==> src/rtl/kbd_pkg.sv <==
// Shared types and constants for the PS/2 keyboard receiver.
// Latency: n/a (declarations only).
// Backpressure: n/a.
package kbd_pkg;

    // Receiver frame-tracking states.
    typedef enum logic [1:0] {
        IDLE,
        DATA,
        PARITY,
        STOP
    } kbd_rx_state_t;

    localparam logic KBD_START_BIT = 1'b0;
    localparam logic KBD_STOP_BIT  = 1'b1;
    localparam int   KBD_DATA_BITS = 8;

    // True when the data byte plus its parity bit hold an odd number of ones.
    function automatic logic kbd_parity_ok(input logic [KBD_DATA_BITS-1:0] d, input logic p);
        return ^{d, p};
    endfunction

endpackage

==> src/rtl/kbd_scan_rx_if.sv <==
// Drain-side bundle between the scan-code receiver and the keyboard peripheral.
// Latency: n/a (wires only).
// Backpressure: kbd_ready from the peripheral gates every kbd_write strobe.
interface kbd_scan_rx_if #(
    parameter int FIFO_DEPTH = 4
);
    import kbd_pkg::*;

    logic                       kbd_ready;
    logic                       kbd_write;
    logic [KBD_DATA_BITS-1:0]   kbd_data;
    logic [$clog2(FIFO_DEPTH):0] fifo_count;

    modport master (
        input  kbd_ready,
        output kbd_write,
        output kbd_data,
        output fifo_count
    );

    modport slave (
        output kbd_ready,
        input  kbd_write,
        input  kbd_data,
        input  fifo_count
    );

endinterface

==> src/rtl/kbd_fifo.sv <==
// Small synchronous FIFO buffering received scan codes; head visible combinationally on dout.
// Latency: push visible in count/dout the cycle after; pop advances the head the cycle after.
// Backpressure: push while full is ignored unless a pop happens in the same cycle.
module kbd_fifo #(
    parameter int DEPTH = 4,
    parameter int WIDTH = 8
) (
    input  logic                     clk,
    input  logic                     rst,
    input  logic                     push,
    input  logic                     pop,
    input  logic [WIDTH-1:0]         din,
    output logic [WIDTH-1:0]         dout,
    output logic                     full,
    output logic                     empty,
    output logic [$clog2(DEPTH):0]   count
);
    localparam int AW = $clog2(DEPTH);
    localparam logic [AW:0] DEPTH_C = (AW+1)'(DEPTH);

    logic [WIDTH-1:0] mem [DEPTH];
    logic [AW-1:0]    wr_ptr;
    logic [AW-1:0]    rd_ptr;
    logic             do_push;
    logic             do_pop;

    assign full    = (count == DEPTH_C);
    assign empty   = (count == '0);
    assign do_pop  = pop & ~empty;
    // A pop in the same cycle frees the slot the push needs.
    assign do_push = push & (~full | do_pop);
    assign dout    = mem[rd_ptr];

    // Storage array; contents are only meaningful below count, so no reset.
    always_ff @(posedge clk) begin
        if (do_push) begin
            mem[wr_ptr] <= din;
        end
    end

    // Pointers wrap naturally at the power-of-two depth; count tracks occupancy.
    always_ff @(posedge clk) begin
        if (rst) begin
            wr_ptr <= '0;
            rd_ptr <= '0;
            count  <= '0;
        end else begin
            if (do_push) begin
                wr_ptr <= wr_ptr + 1'b1;
            end
            if (do_pop) begin
                rd_ptr <= rd_ptr + 1'b1;
            end
            case ({do_push, do_pop})
                2'b10:   count <= count + 1'b1;
                2'b01:   count <= count - 1'b1;
                default: count <= count;
            endcase
        end
    end

endmodule

==> src/rtl/kbd_scan_rx.sv <==
// PS/2 keyboard receiver: synchronize, deserialize 11-bit frames, buffer and drain scan codes.
// Latency: pin to edge detect 3 cycles; stop edge to FIFO 1 cycle; FIFO to kbd_write 1 cycle.
// Backpressure: kbd_ready low holds codes in the FIFO; a full FIFO drops new codes and flags overflow.
module kbd_scan_rx
    import kbd_pkg::*;
#(
    parameter int FIFO_DEPTH     = 4,
    parameter int TIMEOUT_CYCLES = 2000
) (
    input  logic          clk,
    input  logic          rst,
    input  logic          ps2_clk,
    input  logic          ps2_data,
    input  logic          clear_err,
    output logic          parity_err,
    output logic          frame_err,
    output logic          overflow,
    kbd_scan_rx_if.master bus
);
    localparam int BCW = $clog2(KBD_DATA_BITS);
    localparam int TW  = $clog2(TIMEOUT_CYCLES + 1);
    localparam int CW  = $clog2(FIFO_DEPTH) + 1;

    // Synchronizer and edge-detect state.
    logic clk_s1, clk_s2, clk_prev;
    logic dat_s1, dat_s2;
    logic fall_q, bit_q;

    // Frame-tracking state.
    kbd_rx_state_t            state_q, state_n;
    logic [BCW-1:0]           bitcnt_q, bitcnt_n;
    logic [KBD_DATA_BITS-1:0] shreg_q, shreg_n;
    logic                     par_q, par_n;
    logic [TW-1:0]            tmo_q, tmo_n;

    logic push_req, perr_set, ferr_set, ovf_set;

    // FIFO / drain.
    logic                     pop;
    logic                     fifo_full, fifo_empty;
    logic [KBD_DATA_BITS-1:0] fifo_dout;
    logic [CW-1:0]            fifo_cnt;
    logic                     write_q;
    logic [KBD_DATA_BITS-1:0] data_q;

    // Two-flop synchronizers, then a registered falling-edge flag with the data bit aligned to it.
    always_ff @(posedge clk) begin
        if (rst) begin
            clk_s1   <= 1'b1;
            clk_s2   <= 1'b1;
            clk_prev <= 1'b1;
            dat_s1   <= 1'b1;
            dat_s2   <= 1'b1;
            fall_q   <= 1'b0;
            bit_q    <= 1'b1;
        end else begin
            clk_s1   <= ps2_clk;
            clk_s2   <= clk_s1;
            clk_prev <= clk_s2;
            dat_s1   <= ps2_data;
            dat_s2   <= dat_s1;
            fall_q   <= clk_prev & ~clk_s2;
            bit_q    <= dat_s2;
        end
    end

    // Frame state register and timeout counter.
    always_ff @(posedge clk) begin
        if (rst) begin
            state_q  <= IDLE;
            bitcnt_q <= '0;
            shreg_q  <= '0;
            par_q    <= 1'b0;
            tmo_q    <= '0;
        end else begin
            state_q  <= state_n;
            bitcnt_q <= bitcnt_n;
            shreg_q  <= shreg_n;
            par_q    <= par_n;
            tmo_q    <= tmo_n;
        end
    end

    // Next-state: sample bits only on detected falling edges; a stalled partial frame times out.
    always_comb begin
        state_n  = state_q;
        bitcnt_n = bitcnt_q;
        shreg_n  = shreg_q;
        par_n    = par_q;
        tmo_n    = tmo_q;
        push_req = 1'b0;
        perr_set = 1'b0;
        ferr_set = 1'b0;

        if (state_q == IDLE || fall_q) begin
            tmo_n = '0;
        end else begin
            tmo_n = tmo_q + 1'b1;
        end

        if (state_q != IDLE && !fall_q && tmo_q == TW'(TIMEOUT_CYCLES)) begin
            state_n  = IDLE;
            shreg_n  = '0;
            tmo_n    = '0;
            ferr_set = 1'b1;
        end else if (fall_q) begin
            case (state_q)
                IDLE: begin
                    // A high data bit here is a glitch, not a start bit.
                    if (bit_q == KBD_START_BIT) begin
                        state_n  = DATA;
                        bitcnt_n = '0;
                    end
                end
                DATA: begin
                    shreg_n  = {bit_q, shreg_q[KBD_DATA_BITS-1:1]};
                    bitcnt_n = bitcnt_q + 1'b1;
                    if (bitcnt_q == BCW'(KBD_DATA_BITS - 1)) begin
                        state_n = PARITY;
                    end
                end
                PARITY: begin
                    par_n   = bit_q;
                    state_n = STOP;
                end
                STOP: begin
                    if (bit_q == KBD_STOP_BIT) begin
                        if (kbd_parity_ok(shreg_q, par_q)) begin
                            push_req = 1'b1;
                        end else begin
                            perr_set = 1'b1;
                        end
                    end else begin
                        ferr_set = 1'b1;
                    end
                    state_n = IDLE;
                end
                default: state_n = IDLE;
            endcase
        end
    end

    assign pop     = ~fifo_empty & bus.kbd_ready;
    assign ovf_set = push_req & fifo_full & ~pop;

    kbd_fifo #(
        .DEPTH (FIFO_DEPTH),
        .WIDTH (KBD_DATA_BITS)
    ) u_fifo (
        .clk   (clk),
        .rst   (rst),
        .push  (push_req),
        .pop   (pop),
        .din   (shreg_q),
        .dout  (fifo_dout),
        .full  (fifo_full),
        .empty (fifo_empty),
        .count (fifo_cnt)
    );

    // Drain register: one strobe per popped code; data holds between strobes.
    always_ff @(posedge clk) begin
        if (rst) begin
            write_q <= 1'b0;
            data_q  <= '0;
        end else begin
            write_q <= pop;
            if (pop) begin
                data_q <= fifo_dout;
            end
        end
    end

    // Sticky error flags; a new error in the clearing cycle keeps the flag set.
    always_ff @(posedge clk) begin
        if (rst) begin
            parity_err <= 1'b0;
            frame_err  <= 1'b0;
            overflow   <= 1'b0;
        end else begin
            parity_err <= perr_set | (parity_err & ~clear_err);
            frame_err  <= ferr_set | (frame_err  & ~clear_err);
            overflow   <= ovf_set  | (overflow   & ~clear_err);
        end
    end

    assign bus.kbd_write  = write_q;
    assign bus.kbd_data   = data_q;
    assign bus.fifo_count = fifo_cnt;

endmodule

==> src/flat_wrapper.sv <==
// flat-port wrapper written by rule: the top's interface ports become plain ports
module kbd_scan_rx_flat import kbd_pkg::*;
#(
    parameter int FIFO_DEPTH     = 4,
    parameter int TIMEOUT_CYCLES = 2000
)
  (clk, rst, ps2_clk, ps2_data, clear_err, parity_err, frame_err, overflow, bus_kbd_ready, bus_kbd_write, bus_kbd_data, bus_fifo_count);
  kbd_scan_rx_if #(.FIFO_DEPTH(FIFO_DEPTH)) bus_i ();
  input  logic clk;
  input  logic rst;
  input  logic ps2_clk;
  input  logic ps2_data;
  input  logic clear_err;
  output logic parity_err;
  output logic frame_err;
  output logic overflow;
  input wire logic [$bits(bus_i.kbd_ready)-1:0] bus_kbd_ready;
  output wire logic [$bits(bus_i.kbd_write)-1:0] bus_kbd_write;
  output wire logic [$bits(bus_i.kbd_data)-1:0] bus_kbd_data;
  output wire logic [$bits(bus_i.fifo_count)-1:0] bus_fifo_count;
  assign bus_i.kbd_ready = bus_kbd_ready;
  assign bus_kbd_write = bus_i.kbd_write;
  assign bus_kbd_data = bus_i.kbd_data;
  assign bus_fifo_count = bus_i.fifo_count;
  kbd_scan_rx #(.FIFO_DEPTH(FIFO_DEPTH), .TIMEOUT_CYCLES(TIMEOUT_CYCLES)) u_core (.clk(clk), .rst(rst), .ps2_clk(ps2_clk), .ps2_data(ps2_data), .clear_err(clear_err), .parity_err(parity_err), .frame_err(frame_err), .overflow(overflow), .bus(bus_i));
endmodule
==> config.mk <==
export PLATFORM = sky130hd
export DESIGN_NAME = kbd_scan_rx_flat
export DESIGN_NICKNAME = d
export VERILOG_FILES = /design/src/rtl/kbd_pkg.sv /design/src/rtl/kbd_scan_rx_if.sv /design/src/rtl/kbd_fifo.sv /design/src/rtl/kbd_scan_rx.sv /design/src/flat_wrapper.sv
export SDC_FILE = /design/constraint.sdc
export NUM_CORES = 1
export LEC_CHECK = 0
export CAP_MARGIN = 10
export CORE_UTILIZATION = 45
export CTS_CLUSTER_DIAMETER = 80
export DETAILED_ROUTE_END_ITERATION = 6
export PLACE_DENSITY = 0.71
export RECOVER_POWER = 100
export SYNTH_ARGS = -nofsm -noshare
export SYNTH_HDL_FRONTEND = slang
export SYNTH_SLANG_ARGS = --single-unit
export TNS_END_PERCENT = 20
==> constraint.sdc <==
create_clock -name clk -period 3.2 [get_ports clk]
set_input_delay 0.32 -clock clk [delete_from_list [all_inputs] [get_ports clk]]
set_output_delay 0.32 -clock clk [all_outputs]
set_load 0.05 [all_outputs]
# --- Yosys cells after proc, flatten, opt, wreduce, memory -nomap -nowiden ---
# Memories as Yosys holds them, arrays and structs flattened. A register that Yosys moved wholly into a read port is not among the register bits.
# Index checks and enable logic that the tools add are counted.
# W data, S select, Z words.
totals:
  regBits: 43
  ramBits: 32
  input_bits: 6
  output_inout_bits: 15
  wordCells: 93
  mem_count: 1
memory_table:
  columns: ["name", "words", "width", "read_ports", "rd_clocked_by_memory_dff", "wr", "line_no", "text"]
  rows:
  - ["u_core.u_fifo.mem", 4, 8, 1, 1, 1, "kbd_fifo.sv:21", "logic [WIDTH-1:0] mem [DEPTH];"]
classes:
  n_addsub: 6
  n_eq_ne: 10
  n_mux: 22
  n_bitwise: 19
  reduce_logical: 16
op_table:
  columns: ["op", "count"]
  rows:
  - ["$mux W1", 16]
  - ["$pmux W3 S2", 2]
  - ["$add A11 B1 Y11 const B", 1]
  - ["$eq A11 B11 Y1 const B", 1]
  - ["$and A1 B1 Y1", 9]
  - ["$reduce_xor A9 Y1", 1]
  - ["$pmux W2 S4", 1]
  - ["$add A3 B1 Y3 const B", 2]
  - ["$eq A2 B2 Y1 const B", 3]
  - ["$eq A3 B3 Y1 const B", 2]
  - ["$not A1 Y1", 6]
  - ["$reduce_and A3 Y1", 2]
  - ["$reduce_bool A2 Y1", 3]
  - ["$add A2 B1 Y2 const B", 2]
  - ["$eq A2 B1 Y1 const B", 2]
  - ["$mux W2", 2]
  - ["$or A1 B1 Y1", 4]
  - ["$reduce_and A4 Y1", 1]
  - ["$logic_not A3 Y1", 1]
  - ["$mux W3", 1]
  - ["$reduce_or A3 Y1", 1]
  - ["$sub A3 B1 Y3 const B", 1]
  - ["$logic_and A1 B1 Y1", 2]
  - ["$logic_not A2 Y1", 1]
  - ["6 further kinds", 6]

# --- Longest topological paths before layout ---
# Gate-level depths: netlist (run 1).
logic_depth:
  ltp_word: 9
  depth_mapped: 9
  ltp_nobuf: 9

# --- Modules after synthesis ---
# Synthesis (run 1) repeated with hierarchy kept, for this count alone.
hier_totals:
  hier_cells: 304
  hier_area_um2: 3503.4
modules_own_cells:
  columns: ["mod", "instances", "cells_each", "area_per_inst_um2", "seq_area_each_um2"]
  rows:
  - ["kbd_scan_rx", 1, 203, 1814.2, 880.8]
  - ["kbd_fifo", 1, 101, 1689.1, 1141.1]

# --- Worst setup path before layout (run 1) ---
# OpenSTA, ideal clock, no wires.
synth_timing:
  path_kind: "register -> register"
  startpoint: "reg u_core.shreg_q[5]"
  endpoint: "reg u_core.u_fifo.count[2]"
  setup_ps: 123
  t_arrival_ps: 2437
  required_ps: 3077
  setup_slack_ps: 640
  path_stages_with_launch: 9
  path_buffers: 0
  synth_period_minus_slack_ps: 2560
  path_cell_list: "dfxtp_1 xor3_2 and2_2 mux2i_1 nand2_1 fa_1 and2_1 a22o_2 mux2_1"
synth_via:
  elab_chain_len: 9
  word_cells_on_any_way: 11
  cone_classes: "eq/ne: 2; mux: 6; bitwise: 1; reduce/logical: 2"
synth_rtl:
  columns: ["item", "line_no", "text"]
  rows:
  - ["start: declaration", "kbd_scan_rx.sv:32", "logic [KBD_DATA_BITS-1:0] shreg_q, shreg_n;"]
  - ["start signal: assignment", "kbd_scan_rx.sv:78", "shreg_q <= shreg_n;"]
  - ["$reduce_xor A9 Y1 (*)", "kbd_pkg.sv:20", "return ^{d, p};"]
  - ["$mux W1 (*)", "kbd_scan_rx.sv:128", "if (kbd_parity_ok(shreg_q, par_q)) begin"]
  - ["$mux W1 (*)", "kbd_scan_rx.sv:127", "if (bit_q == KBD_STOP_BIT) begin"]
  - ["$mux W1 (*)", "kbd_scan_rx.sv:107", "case (state_q)"]
  - ["$mux W1 (*)", "kbd_scan_rx.sv:106", "end else if (fall_q) begin"]
  - ["$mux W1 (*)", "kbd_scan_rx.sv:101", "if (state_q != IDLE && !fall_q && tmo_q == TW'(TIMEOUT_CYCLES)) begin"]
  - ["$and A1 B1 Y1 (*)", "kbd_fifo.sv:31", "assign do_push = push & (~full | do_pop);"]
  - ["$eq A2 B1 Y1 / $eq A2 B2 Y1 (equally long branches)", "kbd_fifo.sv:54", "case ({do_push, do_pop})"]
  - ["$pmux W3 S2 / $reduce_bool A2 Y1 (equally long branches)", null, null]
  - ["end signal: assignment", "kbd_fifo.sv:55", "2'b10: count <= count + 1'b1;"]
  - ["end signal: assignment", "kbd_fifo.sv:56", "2'b01: count <= count - 1'b1;"]
  - ["end signal: assignment", "kbd_fifo.sv:57", "default: count <= count;"]
  - ["end: declaration", "kbd_fifo.sv:16", "output logic [$clog2(DEPTH):0] count"]
# Mark *: on every way between the ends. The rest lies on a longest branch, timed or not.
# A chain may end at the register's enable or synchronous reset.

# --- Worst setup path in the final report (run 1) ---
# Same ends and word-level chain as after synthesis.

==> reports/qor.csv, run 1 <==
stage,metric,value,unit
layout,Area growth syn-to-layout,13.9,%
grt,number of global-route vias before repair,2077,
timing,Final Setup Violations,0,
grt,initial antenna violation count,0,
layout,nets@finish,336,
power,power per cell area,599,nW/um^2
setup_path,Worst setup EP type,flip-flop,
route,via/cell ratio,4.94,
layout,antenna diode count,0,
die,core area,7290,um^2
route,DR WL met2,2460,um
setup_path,crit path max-delay cell type,xor3_1,
setup_path,Critical Path Sink,u_core.u_fifo.count[2]$_SDFFE_PP0P_,
layout,layout cells sized above 1,12.4,%
grt,grt total ovfl,0,
timing,Least-Margin Pin Slew,1.27,ns
grt,gr usage total,15.3,%
logic_synthesis,Post-Syn Area,3410,um^2
logic_synthesis,Synthesized Nets,310,
cts,"CTS clk-pin slew, worst paths",0.08,ns
setup_path,Critical Path Max Stage Delay,0.52,ns
timing,Max Freq,0.366,GHz
cts,CTS Buffer Depth,2,
power,VDD IR max,0.371,mV
placed_design,Port Buffer Count,20,
grt,first-pass GRT wire length,9150,um
cts,CTS tree,yes,
timing,RSZ-0062 raised after global routing,false,
timing,final hold vios,0,
cts,CTS resizes,0,
logic_synthesis,Yosys cell types,40,
power,Tot Pwr,2320,uW
die,IO Count,21,
die,Die W,89.0,um
setup_path,Worst Path Required,3.43,ns
placed_design,placed instance area,3720,um^2
min_path,worst min path class,reg -> reg,
setup_path,number of cells on the critical path,9,
placed_design,HPWL after DPL,3660,um
setup_path,Worst Path Arrival,2.96,ns
route,ANT nets after route,0,
status,status,"complete, no violations",
cts,clk_lat worst skew,0.34,ns
cts,CTS Hold Bufs,0,
route,DRC viols,0,
route,vias,2079,
logic_synthesis,Ys Warns,0,
die,Die Footprint,7930,um^2
cts,Post CTS Setup Buffer Count,0,
logic_synthesis,post-synthesis sequential area ratio,58.1,%
route,routed len/inst,12.4,um
cts,Sink Count,83,
route,WL met1,2500,um
timing,final total negative setup slack,0,ns
run,Max Cap Viol,0,
timing,fin crit period,2.73,ns
cts,clk root buf,clkbuf_8,
route,"wirelength, routed",5240,um
placed_design,DP Worst Slack,0.557,ns
layout,"commonest non-fill, non-tap cells in the layout","51 x dfxtp_1, 34 x nor2_1, 33 x nand2_1, 32 x edfxtp_1, 18 x a21oi_1",
cts,H-tree depth,3,
setup_path,FF-to-FF End,u_core.u_fifo.count[2]$_SDFFE_PP0P_,
layout,cell area after layout,3880,um^2
logic_synthesis,Avg Inst Size Synth,11.7,um^2
route,DR pass1 iterations,4,
setup_path,CP Buf/Inv Count,1,
setup_path,worst setup path start,u_core.shreg_q[5]$_SDFFE_PP0P_,
setup_path,nature of the critical path startpoint,flip-flop,
timing,Setup Skew,0.00732,ns
setup_path,reg2reg path depth,9,
power,Pleak,0.00139,uW
setup_path,crit path kind,reg -> reg,
die,initial core utilization,46.7,%
setup_path,CP max FO,7,
logic_synthesis,post-synthesis register bit count,83,
setup_path,Top Family by Delay on Critical Path,XOR/XNOR gates,
die,Rows,31,
timing,relative slew slack,15.4,%
setup_path,worst-path cell chain,xor3_1 > and2_2 > mux2i_1 > clkbuf_1 > nand2_1 > fa_1 > and2_1 > a22o_2 > mux2_1,
cts,TritonCTS Buffers,9,
setup_path,R2R Path Start,u_core.shreg_q[5]$_SDFFE_PP0P_,
timing,Tcrit/Tclk final,85.4,%
timing,Max Slew Vio Count,0,
logic_synthesis,post-synthesis cell count,291,
grt,largest net degree at the start of global routing,32,
route,met3 WL,236,um
setup_path,reg2reg setup slack,0.47,ns
layout,"commonest non-fill, non-tap cell in the layout",dfxtp_1,
timing,post-route setup slack,0.469,ns
route,Highest Signal Layer,met4,
die,die height,89.0,um
route,DR iter-0 viols,120,
placed_design,routability cong.,0.715,
timing,WHS,0.415,ns
[worst reg2reg max path, cell delays in order (launching register included)]
cell and delay [ns]:
dfxtp_1 0.43, xor3_1 0.52, and2_2 0.22, mux2i_1 0.12, clkbuf_1 0.20, nand2_1 0.10
fa_1 0.38, and2_1 0.15, a22o_2 0.20, mux2_1 0.30
[worst min-delay path by stage]
| stage | from | endpoint | slack (ns) | depth (start not counted) |
|---|---|---|---|---|
| 2_1_floorplan | u_core.dat_s2$_SDFF_PP1_ | u_core.bit_q$_SDFF_PP1_ | 0.39 | 1 |
| 3_3_place_gp | u_core.dat_s2$_SDFF_PP1_ | u_core.bit_q$_SDFF_PP1_ | 0.39 | 1 |
| 3_5_place_dp | u_core.clk_s1$_SDFF_PP1_ | u_core.clk_s2$_SDFF_PP1_ | 0.40 | 1 |
| 4_1_cts | u_core.dat_s1$_SDFF_PP1_ | u_core.dat_s2$_SDFF_PP1_ | 0.42 | 1 |
| 5_1_grt | u_core.clk_prev$_SDFF_PP1_ | u_core.fall_q$_SDFF_PP0_ | 0.44 | 2 |
| 6_report | u_core.dat_s1$_SDFF_PP1_ | u_core.dat_s2$_SDFF_PP1_ | 0.41 | 1 |
[metal layers]
layer  vias to the layer above  global-route usage, %
li1                       1058                      -
met5                         -                      0
met4                         0                   3.61
met1                       980                   17.6
met2                        36                   27.3
met3                         5                   5.45
[kinds of logic (layout without fill, tap and decap cells)]
group	Yosys count	after routing	synth area share (%)
DFF	83	83	58.1
AOI/OAI and AO/OA	30	30	5.51
muxes	16	16	8.22
adders and majority gates	13	13	4.99
xor gates and xnor gates	18	18	5.54
buffers and inverters	22	53	2.64
and+or+nand+nor	109	109	14.9
[state kept, by name, indices dropped and copies added, names as in the netlist, 2 cells and up]
| signal | count |
|---|---|
| u_core.u_fifo.mem | 32 |
| u_core.shreg_q | 8 |
| u_core.bitcnt_q | 3 |
| u_core.u_fifo.count | 3 |
| u_core.bus.kbd_data | 8 |
| u_core.u_fifo.rd_ptr | 2 |
| u_core.state_q | 2 |
| u_core.u_fifo.wr_ptr | 2 |
| u_core.tmo_q | 11 |
[final cells by class]
class | instances | area (um^2)
fillers | 659 | 3410
flip-flops and latches | 83 | 1980
multi-input cells | 186 | 1320
repair buffers | 25 | 230
clock buffers | 10 | 138
well taps | 99 | 124
inverters | 12 | 45.0
clock inverters | 6 | 40.0
[per-stage QoR]
stage	cells	util [%]
after global placement	405	51.1
after floorplan	291	-
after detailed placement	405	51.1
final	421	53.2
after CTS	421	53.5
after global routing	421	53.2
[synthesized netlist by cell type]
cell       number  share of area (%)
or4_1           2               0.44
mux2i_1         3               0.88
a21oi_1        18                2.6
mux2i_4         1               0.66
mux4_2          8                5.3
dfxtp_1        51                 30
a32oi_1         2               0.51
buf_1           1               0.11
o31a_1          1               0.26
and3_1          4               0.73
mux2i_2         1               0.40
o21ai_0         2               0.29
a211oi_1        2               0.44
xor2_1          7                1.8
inv_1          12                1.3
a22o_2          1               0.29
xor3_2          1               0.73
nor2b_1         2               0.37
clkbuf_1        8               0.88
a21boi_0        1               0.22
and2_1          1               0.18
or3b_1          1               0.26
a22oi_1         1               0.22
nand4b_1        1               0.26
xnor2_1         9                2.3
nor2_1         34                3.7
o31ai_2         1               0.37
fa_1            1               0.59
a2bb2oi_1       1               0.26
buf_6           1               0.33
and2_2          5                1.1
nand2_1        33                3.6
mux2_1          3               0.99
or2_2           7                1.3
or4b_1          1               0.29
ha_1           12                4.4
edfxtp_1       32                 28
xnor3_2         1               0.70
nor3_1          2               0.29
nand3_1        16                2.3
[where the power goes]
| part | total (uW) | switching (uW) | internal [uW] | leakage [uW] |
|---|---|---|---|---|
| logic | 468 | 269 | 199 | 0.000596 |
| clock network | 656 | 354 | 301 | 0.0000840 |
| registers | 1200 | 62.5 | 1140 | 0.000709 |
Note: power is estimated with default switching activity, not from simulation.
==> run 2, diff against run 1 <==
--- a/config.mk
+++ b/config.mk
@@ -9,7 +9,6 @@
 export CORE_UTILIZATION = 45
 export CTS_CLUSTER_DIAMETER = 80
 export DETAILED_ROUTE_END_ITERATION = 6
-export PLACE_DENSITY = 0.71
 export RECOVER_POWER = 100
 export SYNTH_ARGS = -nofsm -noshare
 export SYNTH_HDL_FRONTEND = slang
==> run 2 against run 1 <==
Critical path depth is 5 lower. Highest routed layer unchanged. Routed wire length grew 11%. Sequential cell count did not move. Die area stayed put. Clock power rose by 25%. Sequential power barely moved. Combinational power rose by 1%. Sequential share of layout area shrank 0.46 points. Largest power group unchanged. Setup slack got worse by 0.036 ns. Global-route usage increased by 1.4 points. Core utilization up 0.48 points. Non-clock buffer count shrank 1.
==> reports/qor.csv, run 2 (same netlist as run 1, synthesis figures left out) <==
stage,metric,value,unit,change
grt,largest net degree at the start of global routing,27,,was 32
setup_path,crit path kind,reg -> reg,,unchanged
route,vias,2062,,"was 2,079"
layout,max FFs per register,32,,unchanged
timing,final total negative setup slack,0,ns,unchanged
cts,TritonCTS Buffers,9,,unchanged
layout,antenna diode count,0,,unchanged
die,initial core utilization,46.7,%,unchanged
timing,Max Freq,0.361,GHz,was 0.366 GHz
layout,FF+latch area,1980,um^2,unchanged
grt,first-pass GRT wire length,9580,um,was 9150 um
grt,number of global-route vias before repair,1965,,"was 2,077"
timing,Tcrit/Tclk final,86.5,%,was 85.4%
layout,"commonest non-fill, non-tap cell in the layout",dfxtp_1,,unchanged
timing,Setup Skew,0.0128,ns,was 0.00732 ns
die,IO Count,21,,unchanged
timing,Least-Margin Pin Slew,1.08,ns,was 1.27 ns
power,VDD IR max,0.233,mV,was 0.371 mV
setup_path,Worst Path Arrival,2.75,ns,was 2.96 ns
grt,grt total ovfl,0,,unchanged
power,Sw Ratio,27.8,%,was 29.5%
timing,fin crit period,2.77,ns,was 2.73 ns
power,register share of total power,48.3,%,was 51.6%
cts,clk_lat worst skew,0.34,ns,about the same
power,sw power,693,uW,was 686 uW
timing,relative slew slack,28.1,%,was 15.4%
setup_path,Worst Path Required,3.18,ns,was 3.43 ns
route,routed len/inst,13.9,um,was 12.4 um
power,Logic pwr share,19.0,%,was 20.1%
layout,Layout Cells excl Fill,420,,was 421
power,Power Internal,1800,uW,was 1640 uW
min_path,worst min path class,reg -> reg,,unchanged
setup_path,CP max FO,8,,was 7
power,Clk pwr share,32.8,%,was 28.2%
cts,Post CTS Setup Buffer Count,0,,unchanged
layout,layout filler cell count,681,,was 659
power,power per cell area,636,nW/um^2,was 599 nW/um^2
layout,final core occ,53.7,%,was 53.2%
die,Rows,31,,unchanged
setup_path,nature of the critical path startpoint,flip-flop,,unchanged
route,DRC viols,0,,unchanged
route,via/cell ratio,4.91,,was 4.94
layout,nets@finish,335,,was 336
layout,"commonest non-fill, non-tap cells in the layout","51 x dfxtp_1, 34 x nor2_1, 33 x nand2_1, 32 x edfxtp_1, 18 x a21oi_1",,unchanged
placed_design,HPWL after DPL,4000,um,was 3660 um
run,Max Cap Viol,0,,unchanged
route,"wirelength, routed",5820,um,was 5240 um
die,die height,89.0,um,unchanged
placed_design,routability cong.,0.730,,was 0.715
cts,clk root buf,clkbuf_8,,unchanged
timing,RSZ-0062 raised after global routing,false,,unchanged
cts,Sink Count,83,,unchanged
layout,layout cells sized above 1,11.8,%,was 12.4%
cts,H-tree depth,3,,unchanged
layout,largest registers,"u_core.u_fifo.mem: 32 flops, u_core.tmo_q: 11 flops",,unchanged
timing,Final Setup Violations,0,,unchanged
die,core area,7290,um^2,unchanged
layout,Area growth syn-to-layout,14.9,%,was 13.9%
route,DR pass1 iterations,4,,unchanged
timing,final hold vios,0,,unchanged
layout,multi-input logic area,1320,um^2,about the same
cts,CTS Buffer Depth,2,,unchanged
grt,gr usage total,16.7,%,was 15.3%
die,Die W,89.0,um,unchanged
layout,Largest Register,u_core.u_fifo.mem,,unchanged
placed_design,Port Buffer Count,20,,unchanged
cts,CTS Hold Bufs,0,,unchanged
cts,CTS resizes,0,,unchanged
cts,CTS tree,yes,,unchanged
power,Pleak,0.00141,uW,was 0.00139 uW
setup_path,Worst setup EP type,flip-flop,,unchanged
status,status,"complete, no violations",,unchanged
cts,"CTS clk-pin slew, worst paths",0.08,ns,about the same
die,Die Footprint,7930,um^2,unchanged
timing,Max Slew Vio Count,0,,unchanged
route,DR iter-0 viols,54,,was 120
grt,initial antenna violation count,0,,unchanged
route,ANT nets after route,0,,unchanged
placed_design,placed cell count,404,,was 405
-- run 2: changes by cell type in the layout (fill, tap and decap cells not counted), sizes merged --
cell,change
clkinv,-2
clkbuf,+1
clkinvlp,-2
bufinv,+2
-- run 2: path summary, 6_finish.rpt --
kind                            slack [ns]                            from                                end  depth (start not counted)
worst max-delay path                  0.43  u_core.shreg_q[5]$_SDFFE_PP0P_  u_core.u_fifo.mem[1][1]$_DFFE_PP_                          4
worst min-delay path                  0.41      u_core.clk_prev$_SDFF_PP1_           u_core.fall_q$_SDFF_PP0_                          2
worst min register to register        0.41      u_core.clk_prev$_SDFF_PP1_           u_core.fall_q$_SDFF_PP0_                          2
worst max register to register        0.43  u_core.shreg_q[5]$_SDFFE_PP0P_  u_core.u_fifo.mem[1][1]$_DFFE_PP_                          4
-- run 2: metal layers --
layer	track usage (%)	up-vias	share of wire [%]
met5	0	-	0
met4	8.23	0	1.8
met3	3.14	10	2.6
met2	26.9	24	48
met1	21.9	978	48
li1	-	1050	-
-- run 2: worst max-delay path: stages, from the launching register on --
cell and delay (ns):
dfxtp_1 0.43, xor3_1 0.52, or3b_1 0.37, mux2i_1 0.54
and2_1 0.54
-- run 2: layout make-up --
type / count / area share (%)
Tap cell: 99 / 3.16
Clock inverter: 4 / 1.85
Multi-Input combinational cell: 186 / 33.7
Inverter: 12 / 1.15
Sequential cell: 83 / 50.6
Timing Repair Buffer: 24 / 5.78
Clock buffer: 12 / 3.71
-- run 2: power groups by stage --
stage                     Sequential (uW)  Combinational, uW  Clock, uW
after floorplan                      1330                240          0
after global placement               1230                489          0
after detailed placement             1230                493          0
after CTS                            1210                494        837
after global routing                 1220                507        880
final                                1200                473        817
-- run 2: through the flow --
| stage | area (um^2) | setup WS (ns) | total power, uW | hold WS, ns |
|---|---|---|---|---|
| finish | 3920 | 0.433 | 2490 | 0.412 |
| floorplan | 3410 | 0.640 | 1570 | 0.389 |
| global placement | 3720 | 0.500 | 1720 | 0.393 |
| detailed placement | 3720 | 0.469 | 1730 | 0.393 |
| global route | 3920 | 0.267 | 2600 | 0.430 |
| CTS | 3940 | 0.451 | 2540 | 0.418 |
==> run 3, diff against run 2 <==
==> constraint.sdc (replaced) <==
create_clock -name clk -period 3.5 [get_ports clk]
set_input_delay 0.35 -clock clk [delete_from_list [all_inputs] [get_ports clk]]
set_output_delay 0.35 -clock clk [all_outputs]
set_load 0.05 [all_outputs]
==> run 3 against run 2 <==
Non-clock buffer count is 1 lower. Maximum frequency is 2.9% lower. Cell count is 0.24% lower. Setup slack better by 0.22 ns. Worst hold slack better by 0.0023 ns. Power is 9.1% lower. Count of clock-buffer cells in the layout is 1 higher. Critical endpoint is now u_core.u_fifo.mem[2][5]$_DFFE_PP_.
==> reports/qor.csv, run 3 (same netlist as run 1, synthesis figures left out) <==
stage,metric,value,unit,change
die,die height,89.0,um,unchanged
min_path,min-delay src,u_core.clk_s1$_SDFF_PP1_,,was u_core.clk_prev$_SDFF_PP1_
cts,CTS resizes,0,,unchanged
cts,Post CTS Setup Buffer Count,0,,unchanged
setup_path,R2R Path Start,u_core.shreg_q[5]$_SDFFE_PP0P_,,unchanged
placed_design,routability cong.,0.724,,was 0.730
grt,initial antenna violation count,0,,unchanged
route,DR iter-0 viols,79,,was 54
setup_path,CP Buf/Inv Count,0,,unchanged
min_path,Worst Hold Depth,1,,was 2
power,Pleak,0.00141,uW,about the same
setup_path,Worst Path Arrival,2.83,ns,was 2.75 ns
timing,final total negative setup slack,0,ns,unchanged
placed_design,placed cell count,403,,was 404
timing,Max Slew Vio Count,0,,unchanged
placed_design,placed instance area,3710,um^2,was 3720 um^2
grt,first-pass GRT wire length,9300,um,was 9580 um
setup_path,Critical Path Max Stage Delay,0.66,ns,was 0.54 ns
grt,gr usage total,16.4,%,was 16.7%
placed_design,Port Buffer Count,20,,unchanged
min_path,worst min path class,reg -> reg,,unchanged
timing,RSZ-0062 raised after global routing,false,,unchanged
die,IO Count,21,,unchanged
min_path,WHS Endpoint,u_core.clk_s2$_SDFF_PP1_,,was u_core.fall_q$_SDFF_PP0_
setup_path,Top Family by Delay on Critical Path,simple AND/OR/NAND/NOR gates,,unchanged
timing,Least-Margin Pin Slew,1.42,ns,was 1.08 ns
layout,layout cells sized above 1,10.9,%,was 11.8%
timing,Setup Skew,0.0122,ns,was 0.0128 ns
setup_path,Worst setup EP type,flip-flop,,unchanged
cts,CTS Hold Bufs,0,,unchanged
power,VDD IR max,0.248,mV,was 0.233 mV
route,DRC viols,0,,unchanged
cts,Sink Count,83,,unchanged
grt,number of global-route vias before repair,1911,,"was 1,965"
setup_path,crit path kind,reg -> reg,,unchanged
timing,Final Setup Violations,0,,unchanged
route,via/cell ratio,4.84,,was 4.91
route,vias,2030,,"was 2,062"
cts,CTS tree,yes,,unchanged
timing,Tcrit/Tclk final,81.5,%,was 86.5%
setup_path,nature of the critical path startpoint,flip-flop,,unchanged
die,Die Footprint,7930,um^2,unchanged
setup_path,FF-to-FF End,u_core.u_fifo.mem[2][5]$_DFFE_PP_,,was u_core.u_fifo.mem[1][1]$_DFFE_PP_
layout,cell area after layout,3910,um^2,was 3920 um^2
setup_path,reg2reg setup slack,0.65,ns,was 0.43 ns
setup_path,worst-path cell chain,xor3_1 > or3b_1 > mux2i_1 > and2_0,,was xor3_1 > or3b_1 > mux2i_1 > and2_1
die,Die W,89.0,um,unchanged
layout,"commonest non-fill, non-tap cell in the layout",dfxtp_1,,unchanged
setup_path,CP max FO,8,,unchanged
route,ANT nets after route,0,,unchanged
route,DR pass1 iterations,4,,unchanged
setup_path,crit path max-delay cell type,and2_0,,was mux2i_1
placed_design,HPWL after DPL,3750,um,was 4000 um
layout,Layout Cells excl Fill,419,,was 420
die,initial core utilization,46.7,%,unchanged
layout,largest registers,"u_core.u_fifo.mem: 32 flops, u_core.tmo_q: 11 flops",,unchanged
setup_path,reg2reg path depth,4,,unchanged
status,status,"complete, no violations",,unchanged
cts,H-tree depth,3,,unchanged
layout,final core occ,53.6,%,was 53.7%
timing,final hold vios,0,,unchanged
cts,TritonCTS Buffers,9,,unchanged
setup_path,worst setup path start,u_core.shreg_q[5]$_SDFFE_PP0P_,,unchanged
die,Rows,31,,unchanged
cts,clk_lat worst skew,0.35,ns,was 0.34 ns
power,power per cell area,580,nW/um^2,was 636 nW/um^2
cts,CTS Buffer Depth,2,,unchanged
layout,Largest Register,u_core.u_fifo.mem,,unchanged
timing,relative slew slack,5.26,%,was 28.1%
grt,largest net degree at the start of global routing,35,,was 27
setup_path,Worst Path Required,3.48,ns,was 3.18 ns
route,routed len/inst,13.5,um,was 13.9 um
layout,nets@finish,334,,was 335
timing,fin crit period,2.85,ns,was 2.77 ns
layout,max FFs per register,32,,unchanged
layout,"commonest non-fill, non-tap cells in the layout","51 x dfxtp_1, 34 x nor2_1, 33 x nand2_1, 32 x edfxtp_1, 18 x a21oi_1",,unchanged
route,"wirelength, routed",5640,um,was 5820 um
grt,grt total ovfl,0,,unchanged
cts,"CTS clk-pin slew, worst paths",0.07,ns,was 0.08 ns
timing,Max Freq,0.351,GHz,was 0.361 GHz
run,Max Cap Viol,0,,unchanged
cts,clk root buf,clkbuf_8,,unchanged
layout,antenna diode count,0,,unchanged
die,core area,7290,um^2,unchanged
layout,Area growth syn-to-layout,14.6,%,was 14.9%
==> run 3: through the flow <==
step / setup WS [ns] / hold slack (ns) / power (uW)
3_3_place_gp: 0.801 / 0.391 / 1560
3_5_place_dp: 0.738 / 0.396 / 1570
4_1_cts: 0.693 / 0.418 / 2310
2_1_floorplan: 0.940 / 0.389 / 1440
6_report: 0.649 / 0.414 / 2270
5_1_grt: 0.467 / 0.443 / 2370
==> run 3: power by group <==
| part | switching, uW | leakage (uW) | internal [uW] | total [uW] |
|---|---|---|---|---|
| combinational | 254 | 0.000588 | 171 | 425 |
| sequential | 59.3 | 0.000709 | 1040 | 1100 |
| clock | 329 | 0.000115 | 413 | 741 |
| total | 642 | 0.00141 | 1620 | 2270 |
==> run 3: final cells by class <==
class,instances,area (um^2)
inverter,12,45.0
clock inverter,3,43.8
multi-input combinational,186,1310
tap,99,124
clock buffer,13,180
sequential,83,1980
timing repair buffer,23,219
fill,689,3380
==> run 3: worst max-delay path by stage <==
stage / to / slack, ns / cells past startpoint
4_1_cts: u_core.u_fifo.count[2]$_SDFFE_PP0P_ / 0.69 / 8
2_1_floorplan: u_core.u_fifo.count[2]$_SDFFE_PP0P_ / 0.94 / 8
6_report: u_core.u_fifo.mem[2][5]$_DFFE_PP_ / 0.65 / 4
3_5_place_dp: u_core.u_fifo.count[2]$_SDFFE_PP0P_ / 0.74 / 8
5_1_grt: u_core.u_fifo.mem[1][5]$_DFFE_PP_ / 0.47 / 4
3_3_place_gp: u_core.u_fifo.count[2]$_SDFFE_PP0P_ / 0.80 / 8
==> run 3: per-layer routing <==
metal	GRT usage (%)	vias to the layer above	part of all wire, %
met1	20.7	935	48
li1	-	1053	-
met2	26.2	32	46
met5	0	-	0
met3	3.51	10	3.4
met4	9.52	0	2.1
